**src/rtl/sipo_frame_ctrl.sv**
```systemverilog
// Serial-to-parallel framing controller: detects frame start, drives the
// external SIPO shift enable, counts data bits, optionally checks a trailing
// parity bit and publishes each finished word through a valid/ready register.
//
//   state | meaning
//   ------+--------------------------------------------------------------
//   IDLE  | waiting for frame_start; holding register may still be full
//   DATA  | sampling data bits 2..WIDTH, one per cycle
//   PAR   | sampling the parity bit (only reached when PARITY_EN = 1)
module sipo_frame_ctrl #(
    parameter int WIDTH      = 4,
    parameter bit PARITY_EN  = 1'b1,
    parameter bit ODD_PARITY = 1'b0
) (
    input  logic             clk,
    input  logic             reset,
    input  logic             serial_in,
    input  logic             frame_start,
    input  logic             out_ready,
    output logic             shift_en,
    output logic [WIDTH-1:0] data_out,
    output logic             data_valid,
    output logic             parity_err,
    output logic             overrun,
    output logic             busy
);

    localparam int CW = $clog2(WIDTH + 1);

    typedef enum logic [1:0] {
        IDLE = 2'd0,
        DATA = 2'd1,
        PAR  = 2'd2
    } state_t;

    state_t           state, state_nxt;
    logic [CW-1:0]    count, count_nxt;
    logic [WIDTH-1:0] sreg, sreg_nxt, sreg_shifted;
    logic [WIDTH-1:0] word;
    logic             par_bit;
    logic             complete;
    logic             shift_raw;
    logic             perr_new;
    logic             load;

    assign sreg_shifted = {sreg[WIDTH-2:0], serial_in};

    // Next-state, bit counting and completion detection.
    // A frame_start in any state restarts the frame with this cycle's bit.
    always_comb begin
        state_nxt = state;
        count_nxt = count;
        sreg_nxt  = sreg;
        shift_raw = 1'b0;
        complete  = 1'b0;
        word      = sreg;
        par_bit   = 1'b0;
        case (state)
            IDLE: begin
                if (frame_start) begin
                    shift_raw = 1'b1;
                    sreg_nxt  = sreg_shifted;
                    count_nxt = CW'(1);
                    state_nxt = DATA;
                end
            end
            DATA: begin
                shift_raw = 1'b1;
                sreg_nxt  = sreg_shifted;
                if (frame_start) begin
                    count_nxt = CW'(1);
                end else if (count == CW'(WIDTH - 1)) begin
                    if (PARITY_EN) begin
                        count_nxt = CW'(WIDTH);
                        state_nxt = PAR;
                    end else begin
                        complete  = 1'b1;
                        word      = sreg_shifted;
                        count_nxt = '0;
                        state_nxt = IDLE;
                    end
                end else begin
                    count_nxt = count + 1'b1;
                end
            end
            PAR: begin
                if (frame_start) begin
                    shift_raw = 1'b1;
                    sreg_nxt  = sreg_shifted;
                    count_nxt = CW'(1);
                    state_nxt = DATA;
                end else begin
                    complete  = 1'b1;
                    par_bit   = serial_in;
                    count_nxt = '0;
                    state_nxt = IDLE;
                end
            end
            default: begin
                state_nxt = IDLE;
                count_nxt = '0;
            end
        endcase
    end

    // Parity error is (data XOR parity) differing from the configured sense.
    assign perr_new = PARITY_EN ? ((^word ^ par_bit) != ODD_PARITY) : 1'b0;

    // A new word loads when the holding register is empty or drains this cycle.
    assign load = complete && (!data_valid || out_ready);

    // Reset overrides everything, including the combinational shift enable.
    assign shift_en = shift_raw && !reset;
    assign busy     = (state != IDLE);

    // State, counter and shift register.
    always_ff @(posedge clk) begin
        if (reset) begin
            state <= IDLE;
            count <= '0;
            sreg  <= '0;
        end else begin
            state <= state_nxt;
            count <= count_nxt;
            sreg  <= sreg_nxt;
        end
    end

    // Holding register with valid/ready handshake and sticky overrun.
    always_ff @(posedge clk) begin
        if (reset) begin
            data_out   <= '0;
            data_valid <= 1'b0;
            parity_err <= 1'b0;
            overrun    <= 1'b0;
        end else begin
            if (load) begin
                data_out   <= word;
                parity_err <= perr_new;
                data_valid <= 1'b1;
            end else if (data_valid && out_ready) begin
                data_valid <= 1'b0;
            end
            if (complete && !load) begin
                overrun <= 1'b1;
            end
        end
    end

endmodule
```
**config.mk**
```make
export PLATFORM = sky130hd
export DESIGN_NAME = sipo_frame_ctrl
export DESIGN_NICKNAME = d
export VERILOG_FILES = /design/src/rtl/sipo_frame_ctrl.sv
export SDC_FILE = /design/constraint.sdc
export NUM_CORES = 1
export LEC_CHECK = 0
export CORE_MARGIN = 5
export CORE_UTILIZATION = 43
export DETAILED_ROUTE_END_ITERATION = 16
export GPL_TIMING_DRIVEN = 0
export PLACE_DENSITY = 0.71
export SLEW_MARGIN = 25
export SYNTH_ARGS = -nofsm -noshare
export SYNTH_HDL_FRONTEND = slang
export SYNTH_SLANG_ARGS = --single-unit
export TNS_END_PERCENT = 20
```
**constraint.sdc**
```tcl
create_clock -name clk -period 1.4 [get_ports clk]
set_clock_uncertainty 0.15 [all_clocks]
set_input_delay 0.28 -clock clk [delete_from_list [all_inputs] [get_ports clk]]
set_output_delay 0.28 -clock clk [all_outputs]
set_load 0.01 [all_outputs]
```
==> results of run 1 <==
## logic make-up (layout without fill, tap and decap cells)
| group | Yosys count | after routing | share of synthesized area (%) |
|---|---|---|---|
| buf+inv | 8 | 28 | 5.49 |
| mux | 4 | 4 | 5.67 |
| simple gates | 31 | 31 | 22.7 |
| compound gates | 15 | 15 | 11.5 |
| flops | 16 | 16 | 45.4 |
| fa+ha+maj | 2 | 2 | 3.55 |
| xor+xnor | 3 | 3 | 5.67 |
## Yosys cell counts, drive strengths merged
cell type / number
o21ai: 2
nor2: 5
ha: 2
nand2: 15
inv: 4
mux2i: 4
dfxtp: 16
or2: 1
a31oi: 1
buf: 2
o21a: 1
nand2b: 1
xor2: 1
xnor3: 1
nor4: 3
clkbuf: 2
nor3b: 2
xnor2: 1
a211oi: 1
a21oi: 10
nand3: 4
## cell type report
type | instances | area (um^2) | share of cell area, %
flip-flops and latches | 16 | 330 | 35.2
repair buffers | 17 | 143 | 15.2
well taps | 16 | 20.0 | 2.14
plain buffers | 3 | 13.8 | 1.47
clock buffers | 4 | 36.3 | 3.87
multi-input cells | 55 | 379 | 40.5
inverters | 4 | 15.0 | 1.60
## routing by layer
layer | wire (um) | GRT usage, %
met1 | 667 | 15.5
met2 | 695 | 18.8
met3 | 72 | 3.85
met4 | 25 | 5.11
met5 | 0 | 0
## cells in the final DEF, fill, tap and decap left out, types with 2 or more instances in the layout
cell,instances
clkbuf_4,3
mux2i_4,2
dfxtp_2,2
dfxtp_1,12
dfxtp_4,2
dlygate4sd2_1,7
mux2i_1,2
buf_4,6
nand3_1,4
inv_1,3
nor4_1,3
nor2_1,4
clkdlybuf4s50_1,2
a21oi_1,10
nand2_1,14
buf_2,2
o21ai_0,2
## final timing paths
kind	start	end	slack, ns	cells past startpoint
min	frame_start	state[1]$_SDFFE_PP0P_	0.16	2
max	state[0]$_SDFFE_PP0P_	shift_en	-0.13	3
max reg2reg	state[0]$_SDFFE_PP0P_	parity_err$_SDFFE_PP0P_	-0.06	5
min reg2reg	data_out[3]$_SDFFE_PP0P_	data_out[3]$_SDFFE_PP0P_	0.30	2
## worst max-delay path, cell delays in order, from the launching register on
cell and delay, ns:
dfxtp_4 0.38, mux2i_4 0.25, nor2_2 0.04, buf_2 0.13
## sequential cells by signal, indices dropped and copies added, names as in the netlist
name and cells:
data_valid 1, count 3, parity_err 1, overrun 1, data_out 4, sreg 4
state 2
## repair_timing
item,4_1_cts,5_1_grt
gates resized for setup,26,5
gates cloned,0,0
hold endpoints to repair,0,0
pin swaps,1,1
setup endpoints to repair,18,15
buffers inserted,2,4
## power groups by stage
stage | logic, mW | clock network [mW] | registers, mW
finish | 0.104 | 0.309 | 0.476
global route | 0.114 | 0.338 | 0.478
CTS | 0.103 | 0.316 | 0.474
detailed placement | 0.0888 | 0 | 0.486
global placement | 0.0869 | 0 | 0.485
floorplan | 0.0642 | 0 | 0.483
## stage by stage
step	instance area, um^2	setup slack, ns
3_3_place_gp	836	-0.573
3_5_place_dp	836	-0.568
6_report	937	-0.126
5_1_grt	937	-0.185
4_1_cts	903	-0.177
2_1_floorplan	706	0.0527
==> results.yml, run 1 <==
timing:
  max_freq_mhz: 655
  fin_crit_sh_pct: 109
  finalHoldViolCount: 0
  worstMarginPinSlew_ns: 0.343
  fin_ws_ns: -0.126
  setup_viol: 6
  fin_crit_ns: 1.53
  hold_ws_ns: 0.157
  slew_viol_final: 0
  rsz0062_at_grt: "true"
  max_slew_margin_pct: 77.1
  tns_ns: -0.296
logic_synthesis:
  syn_area_per_cell_um2: 8.93
  synth.largest_area_cell: "dfxtp_1"
  synthTopCellsByArea: "dfxtp_1 45%, nand2_1 7.4%, a21oi_1 7.1%, mux2i_1 5.7%, ha_1 3.5%"
  synthCells: 79
  syn_nets: 86
  synth_top_area_share_pct: 45.4
  synth_seq_cells: 16
  ys_seq_area_share_pct: 45.4
  yosysWarnings: 0
  ys_types: 25
  synthesis.area_um2: 706
power_and_ir_drop:
  p_seq_share_pct: 53.6
  vdd_drop_max_mv: 0.656
  clkPwrFrac_pct: 34.8
  intPower_mw: 0.677
  leakagePower_nw: 0.396
  totalPowerFinal_mw: 0.889
  p_sw_mw: 0.212
  p_comb_share_pct: 11.7
  power_density_mw_per_mm2: 948
  netSwitchingFraction_pct: 23.8
routing:
  drc: 0
  drt_first_pass_iters: 4
  viasPerCell: 5.25
  drt-initial-drc-count: 11
  ant_nets: 0
  wl_mm: 1.46
  wl_per_cell_um: 12.7
  vias: 604
cts:
  path_clk_slew_ns: 0.09
  tritoncts: "yes"
  htreeDepth: 1
  clock-root-buffer: "clkbuf_4"
  clk_path_buf_depth: 2
  numCtsBuffers: 3
  clk-insertion-delay-late_ns: 0.29
  cts.sinks: 16
  cts_hold_buf: 0
layout:
  area_growth_pct: 32.8
  antenna_cells: 0
  fin_util_pct: 61.5
  fill_cells: 137
  fin_cells: 115
  drive_gt1_share_pct: 26.3
  final_nets: 107
floorplanning:
  start_util_pct: 46.3
  ios: 14
  die_h_um: 50.5
  core_area_mm2: 0.00152
  die_area_mm2: 0.00255
  rows: 14
  die_w_um: 50.5
worst_setup_path:
  worst_ep_required_time_ns: 0.97
  start_kind: "register"
  arrival_ns: 1.10
  timing_worst_setup_path_type: "register to output pin"
  critPathMaxFanout: 3
  end_kind: "output pin"
placed_design:
  gp_congestion: 0.691
  portBuffers: 11
  hpwl_mm: 1.04
  dp.cells: 106
flow_run:
  drv_cap: 0
outcome:
  violations: "setup timing"
  outcome: "finished, violations left"
global_routing:
  grt_max_degree: 11
  grt_first_pass_wirelength_mm: 2.37
  grt_pass1_vias: 551
  grt_usage_pct: 12.2
  grt.overflow.total: 0
  antenna_found_initial: 0
min_path:
  hold_path_class: "primary input to register"
Note: power is estimated with default switching activity, not from simulation.
==> run 2: changes to the inputs <==
--- a/config.mk
+++ b/config.mk
@@ -9,7 +9,7 @@
 export CORE_UTILIZATION = 43
 export DETAILED_ROUTE_END_ITERATION = 16
 export GPL_TIMING_DRIVEN = 0
-export PLACE_DENSITY = 0.71
+export PLACE_DENSITY_LB_ADDON = 0.05
 export SLEW_MARGIN = 25
 export SYNTH_ARGS = -nofsm -noshare
 export SYNTH_HDL_FRONTEND = slang
==> results.yml, run 2 (same netlist as run 1, synthesis figures left out) <==
layout:
  area_growth_pct: 34.0
  final_cell_mix: "14 x nand2_1, 12 x dfxtp_1, 10 x a21oi_1"
  drive_gt1_share_pct: 26.0
  antenna_cells: 0
  fill_cells: 144
  final_area_um2: 946
  reg.largest.list: "data_out: 4 flops, sreg: 4 flops, count: 3 flops"
  final_nets: 108
  final_common_cell: "nand2_1"
power_and_ir_drop:
  totalPowerFinal_mw: 0.888
  vdd_drop_max_mv: 0.795
  leakagePower_nw: 0.401
  power_density_mw_per_mm2: 938
min_path:
  hold_path_class: "primary input to register"
routing:
  ant_nets: 0
  drc: 0
  wl_mm: 1.36
  vias: 588
  drt_first_pass_iters: 4
  viasPerCell: 5.07
  wl_per_cell_um: 11.7
  drt-initial-drc-count: 12
cts:
  tritoncts: "yes"
  numCtsBuffers: 3
  clk-insertion-delay-late_ns: 0.28
  clock-root-buffer: "clkbuf_4"
  htreeDepth: 1
  clk_path_buf_depth: 2
  path_clk_slew_ns: 0.09
  cts.sinks: 16
placed_design:
  hpwl_um: 943
  gp_congestion: 0.720
  postPlaceCellArea_um2: 836
  portBuffers: 11
worst_setup_path:
  critPathMaxFanout: 7
  end_kind: "output pin"
  worst_ep_required_time_ns: 0.97
  timing_worst_setup_path_type: "register to output pin"
  arrival_ns: 1.10
  start_kind: "register"
floorplanning:
  die_w_um: 50.5
  die_area_mm2: 0.00255
  core_area_mm2: 0.00152
  ios: 14
  start_util_pct: 46.3
  rows: 14
  die_h_um: 50.5
global_routing:
  grt_pass1_vias: 531
  grt_usage_pct: 12.0
  antenna_found_initial: 0
  grt_first_pass_wirelength_mm: 2.39
  grt.overflow.total: 0
  grt_max_degree: 11
timing:
  max_freq_mhz: 653
  hold_ws_ns: 0.169
  rsz0062_at_grt: "true"
  finalHoldViolCount: 0
  worstMarginPinSlew_ns: 0.350
  fin_crit_sh_pct: 109
  setup_viol: 9
  slew_viol_final: 0
  fin_ws_ns: -0.132
  fin_crit_ns: 1.53
  max_slew_margin_pct: 76.7
flow_run:
  drv_cap: 0
outcome:
  violations: "setup timing"
  outcome: "finished, violations left"
[run 2: changes by cell type in the layout (fill, tap and decap cells not counted), sizes merged]
cell | before | now
buf | 9 | 10
[run 2: power breakdown]
group	total [mW]	internal (mW)	leakage [nW]	switching (mW)
logic	0.108	0.0596	0.248	0.0486
registers	0.476	0.464	0.132	0.0117
clock network	0.304	0.158	0.0210	0.146
[run 2: worst max-delay path, stage by stage, from the launching register on]
cell and delay (ns):
dfxtp_4 0.41, inv_2 0.07, mux2i_4 0.15, nor2_1 0.05, buf_2 0.14
[run 2: final timing paths]
kind | from | end | slack (ns) | depth (start not counted)
setup / recovery | state[1]$_SDFFE_PP0P_ | shift_en | -0.13 | 4
setup reg to reg | state[0]$_SDFFE_PP0P_ | parity_err$_SDFFE_PP0P_ | -0.10 | 6
hold / removal | frame_start | state[1]$_SDFFE_PP0P_ | 0.17 | 2
hold reg to reg | data_out[0]$_SDFFE_PP0P_ | data_out[0]$_SDFFE_PP0P_ | 0.31 | 2
[run 2: repair_timing]
item / CTS / global route
hold buffers: 0 / 0
gates resized for setup: 24 / 7
pin swaps: 5 / 3
setup buffers: 3 / 4
setup endpoints to repair: 15 / 15
endpoints found under the hold margin: 0 / 0
[run 2: area by class of cell]
| type | count | area, um^2 | share of cell area [%] |
|---|---|---|---|
| inverters | 4 | 15.0 | 1.59 |
| repair buffers | 18 | 154 | 16.3 |
| plain buffers | 3 | 13.8 | 1.46 |
| multi-input cells | 55 | 377 | 39.8 |
| clock buffers | 4 | 36.3 | 3.84 |
| flip-flops and latches | 16 | 330 | 34.9 |
| well taps | 16 | 20.0 | 2.12 |
[run 2: stage by stage]
stage / setup TNS, ns / utilization (%) / instances / worst slack [ns]
after floorplan: 0 / - / 79 / 0.0527
after global placement: -1.51 / 54.8 / 106 / -0.575
after detailed placement: -1.43 / 54.8 / 106 / -0.575
after CTS: -0.598 / 59.4 / 113 / -0.183
after global routing: -1.25 / 62.1 / 116 / -0.177
final: -0.585 / 62.1 / 116 / -0.132
[run 2: layer usage]
layer / vias to the layer above / GRT usage (%) / share of wire (%)
met5: - / 0 / 0
met4: 0 / 6.38 / 1.0
met3: 2 / 3.85 / 4.9
met2: 9 / 16.3 / 43
met1: 265 / 16.6 / 51
li1: 312 / - / -
==> run 3: changes to the inputs <==
--- a/config.mk
+++ b/config.mk
@@ -6,9 +6,9 @@
 export NUM_CORES = 1
 export LEC_CHECK = 0
 export CORE_MARGIN = 5
-export CORE_UTILIZATION = 43
+export CORE_UTILIZATION = 46
+export CTS_BUF_LIST = sky130_fd_sc_hd__clkbuf_4
 export DETAILED_ROUTE_END_ITERATION = 16
-export GPL_TIMING_DRIVEN = 0
 export PLACE_DENSITY_LB_ADDON = 0.05
 export SLEW_MARGIN = 25
 export SYNTH_ARGS = -nofsm -noshare
==> results.yml, run 3 (same netlist as run 1, synthesis figures left out) <==
outcome:
  outcome: "finished, violations left"
  violations: "setup timing"
layout:
  final_common_cell: "nand2_1"
  drive_gt1_share_pct: 26.0
  reg.largest.list: "data_out: 4 flops, sreg: 4 flops, count: 3 flops"
  fin_util_pct: 63.7
  final_nets: 112
  fin_cells: 120
  antenna_cells: 0
  final_area_um2: 948
  area_growth_pct: 34.4
  final_cell_mix: "14 x nand2_1, 12 x dfxtp_1, 11 x buf_4"
power_and_ir_drop:
  p_comb_share_pct: 12.3
  power_density_mw_per_mm2: 873
  vdd_drop_max_mv: 0.610
  intPower_mw: 0.625
  p_sw_mw: 0.204
  p_seq_share_pct: 57.5
  totalPowerFinal_mw: 0.828
  clkPwrFrac_pct: 30.2
  leakagePower_nw: 0.417
  netSwitchingFraction_pct: 24.6
timing:
  fin_crit_ns: 1.54
  rsz0062_at_grt: "true"
  hold_ws_ns: 0.306
  setup_viol: 2
  finalHoldViolCount: 0
  max_slew_margin_pct: 84.4
  fin_ws_ns: -0.137
  worstMarginPinSlew_ns: 0.233
  slew_viol_final: 0
  max_freq_mhz: 651
  tns_ns: -0.196
  fin_crit_sh_pct: 110
worst_setup_path:
  cp-startpoint: "state[0]$_SDFFE_PP0P_"
  start_kind: "register"
  timing_worst_setup_path_type: "register to output pin"
  arrival_ns: 1.11
  crit-reg2reg-launch: "count[0]$_SDFFE_PP0P_"
  worst_ep_required_time_ns: 0.97
  regToRegSetupSlack_ns: 0.06
  critPathMaxFanout: 3
  r2r-end: "count[0]$_SDFFE_PP0P_"
  reg2regPathDepth: 6
  crit_end: "shift_en"
  end_kind: "output pin"
global_routing:
  grt.overflow.total: 0
  antenna_found_initial: 0
  grt_pass1_vias: 553
  grt_first_pass_wirelength_mm: 2.42
  grt_max_degree: 17
  grt_usage_pct: 12.8
placed_design:
  hpwl_mm: 1.01
  dp.cells: 115
  portBuffers: 13
  gp_congestion: 0.696
  postPlaceCellArea_um2: 915
  dpl_worst_slack_ns: -0.564
routing:
  wl_per_cell_um: 11.3
  drc: 0
  vias: 587
  wl_mm: 1.35
  drt-initial-drc-count: 3
  drt_first_pass_iters: 3
  viasPerCell: 4.89
  ant_nets: 0
floorplanning:
  die_w_um: 49.2
  die_area_mm2: 0.00242
  ios: 14
  rows: 14
  start_util_pct: 47.4
  core_area_mm2: 0.00149
  die_h_um: 49.2
cts:
  clk_path_buf_depth: 2
  numCtsBuffers: 3
  htreeDepth: 1
  clk-insertion-delay-late_ns: 0.29
  tritoncts: "yes"
  cts.sinks: 16
  clock-root-buffer: "clkbuf_4"
  path_clk_slew_ns: 0.09
flow_run:
  drv_cap: 0
min_path:
  hold_path_class: "register to register"
-- run 3: how the worst min path moves through the flow --
stage / end / start / slack (ns) / depth (start not counted)
2_1_floorplan: sreg[0]$_SDFFE_PP0P_ / serial_in / 0.27 / 2
5_1_grt: data_out[1]$_SDFFE_PP0P_ / data_out[1]$_SDFFE_PP0P_ / 0.32 / 2
3_5_place_dp: data_out[1]$_SDFFE_PP0P_ / data_out[1]$_SDFFE_PP0P_ / 0.30 / 2
4_1_cts: state[1]$_SDFFE_PP0P_ / frame_start / 0.30 / 3
3_3_place_gp: data_out[3]$_SDFFE_PP0P_ / data_out[3]$_SDFFE_PP0P_ / 0.29 / 2
6_report: data_out[1]$_SDFFE_PP0P_ / data_out[1]$_SDFFE_PP0P_ / 0.31 / 2
-- run 3: per-layer routing --
layer	vias to the layer above	track usage (%)	routed length (um)
met3	3	3.98	58
met2	11	18.0	543
met5	-	0	0
met1	254	17.1	727
met4	0	6.73	22
li1	319	-	-
-- run 3: power by group through the flow --
stage          combinational [mW]  sequential (mW)  clock (mW)
3_5_place_dp                0.102            0.485           0
4_1_cts                    0.0988            0.475       0.258
6_report                    0.102            0.476       0.250
3_3_place_gp                0.101            0.485           0
2_1_floorplan              0.0642            0.483           0
5_1_grt                     0.113            0.478       0.280
-- run 3: area by class of cell --
| cell class | count | area (um^2) |
|---|---|---|
| Clock buffer | 3 | 22.5 |
| Clock inverter | 1 | 3.75 |
| Fill cell | 138 | 541 |
| Inverter | 4 | 15.0 |
| Multi-Input combinational cell | 55 | 358 |
| Sequential cell | 16 | 325 |
| Tap cell | 16 | 20.0 |
| Timing Repair Buffer | 25 | 204 |
-- run 3: critical path: stages, from the launching register on --
cell and delay [ns]:
dfxtp_2 0.36, mux2i_2 0.23, nor2_1 0.09, buf_2 0.14
-- run 3: timing repair --
action | CTS | global route
resized for setup | 16 | 7
pin swaps | 1 | 1
buffers inserted | 0 | 1
hold buffers | 0 | 0
endpoints found under the setup margin | 9 | 8
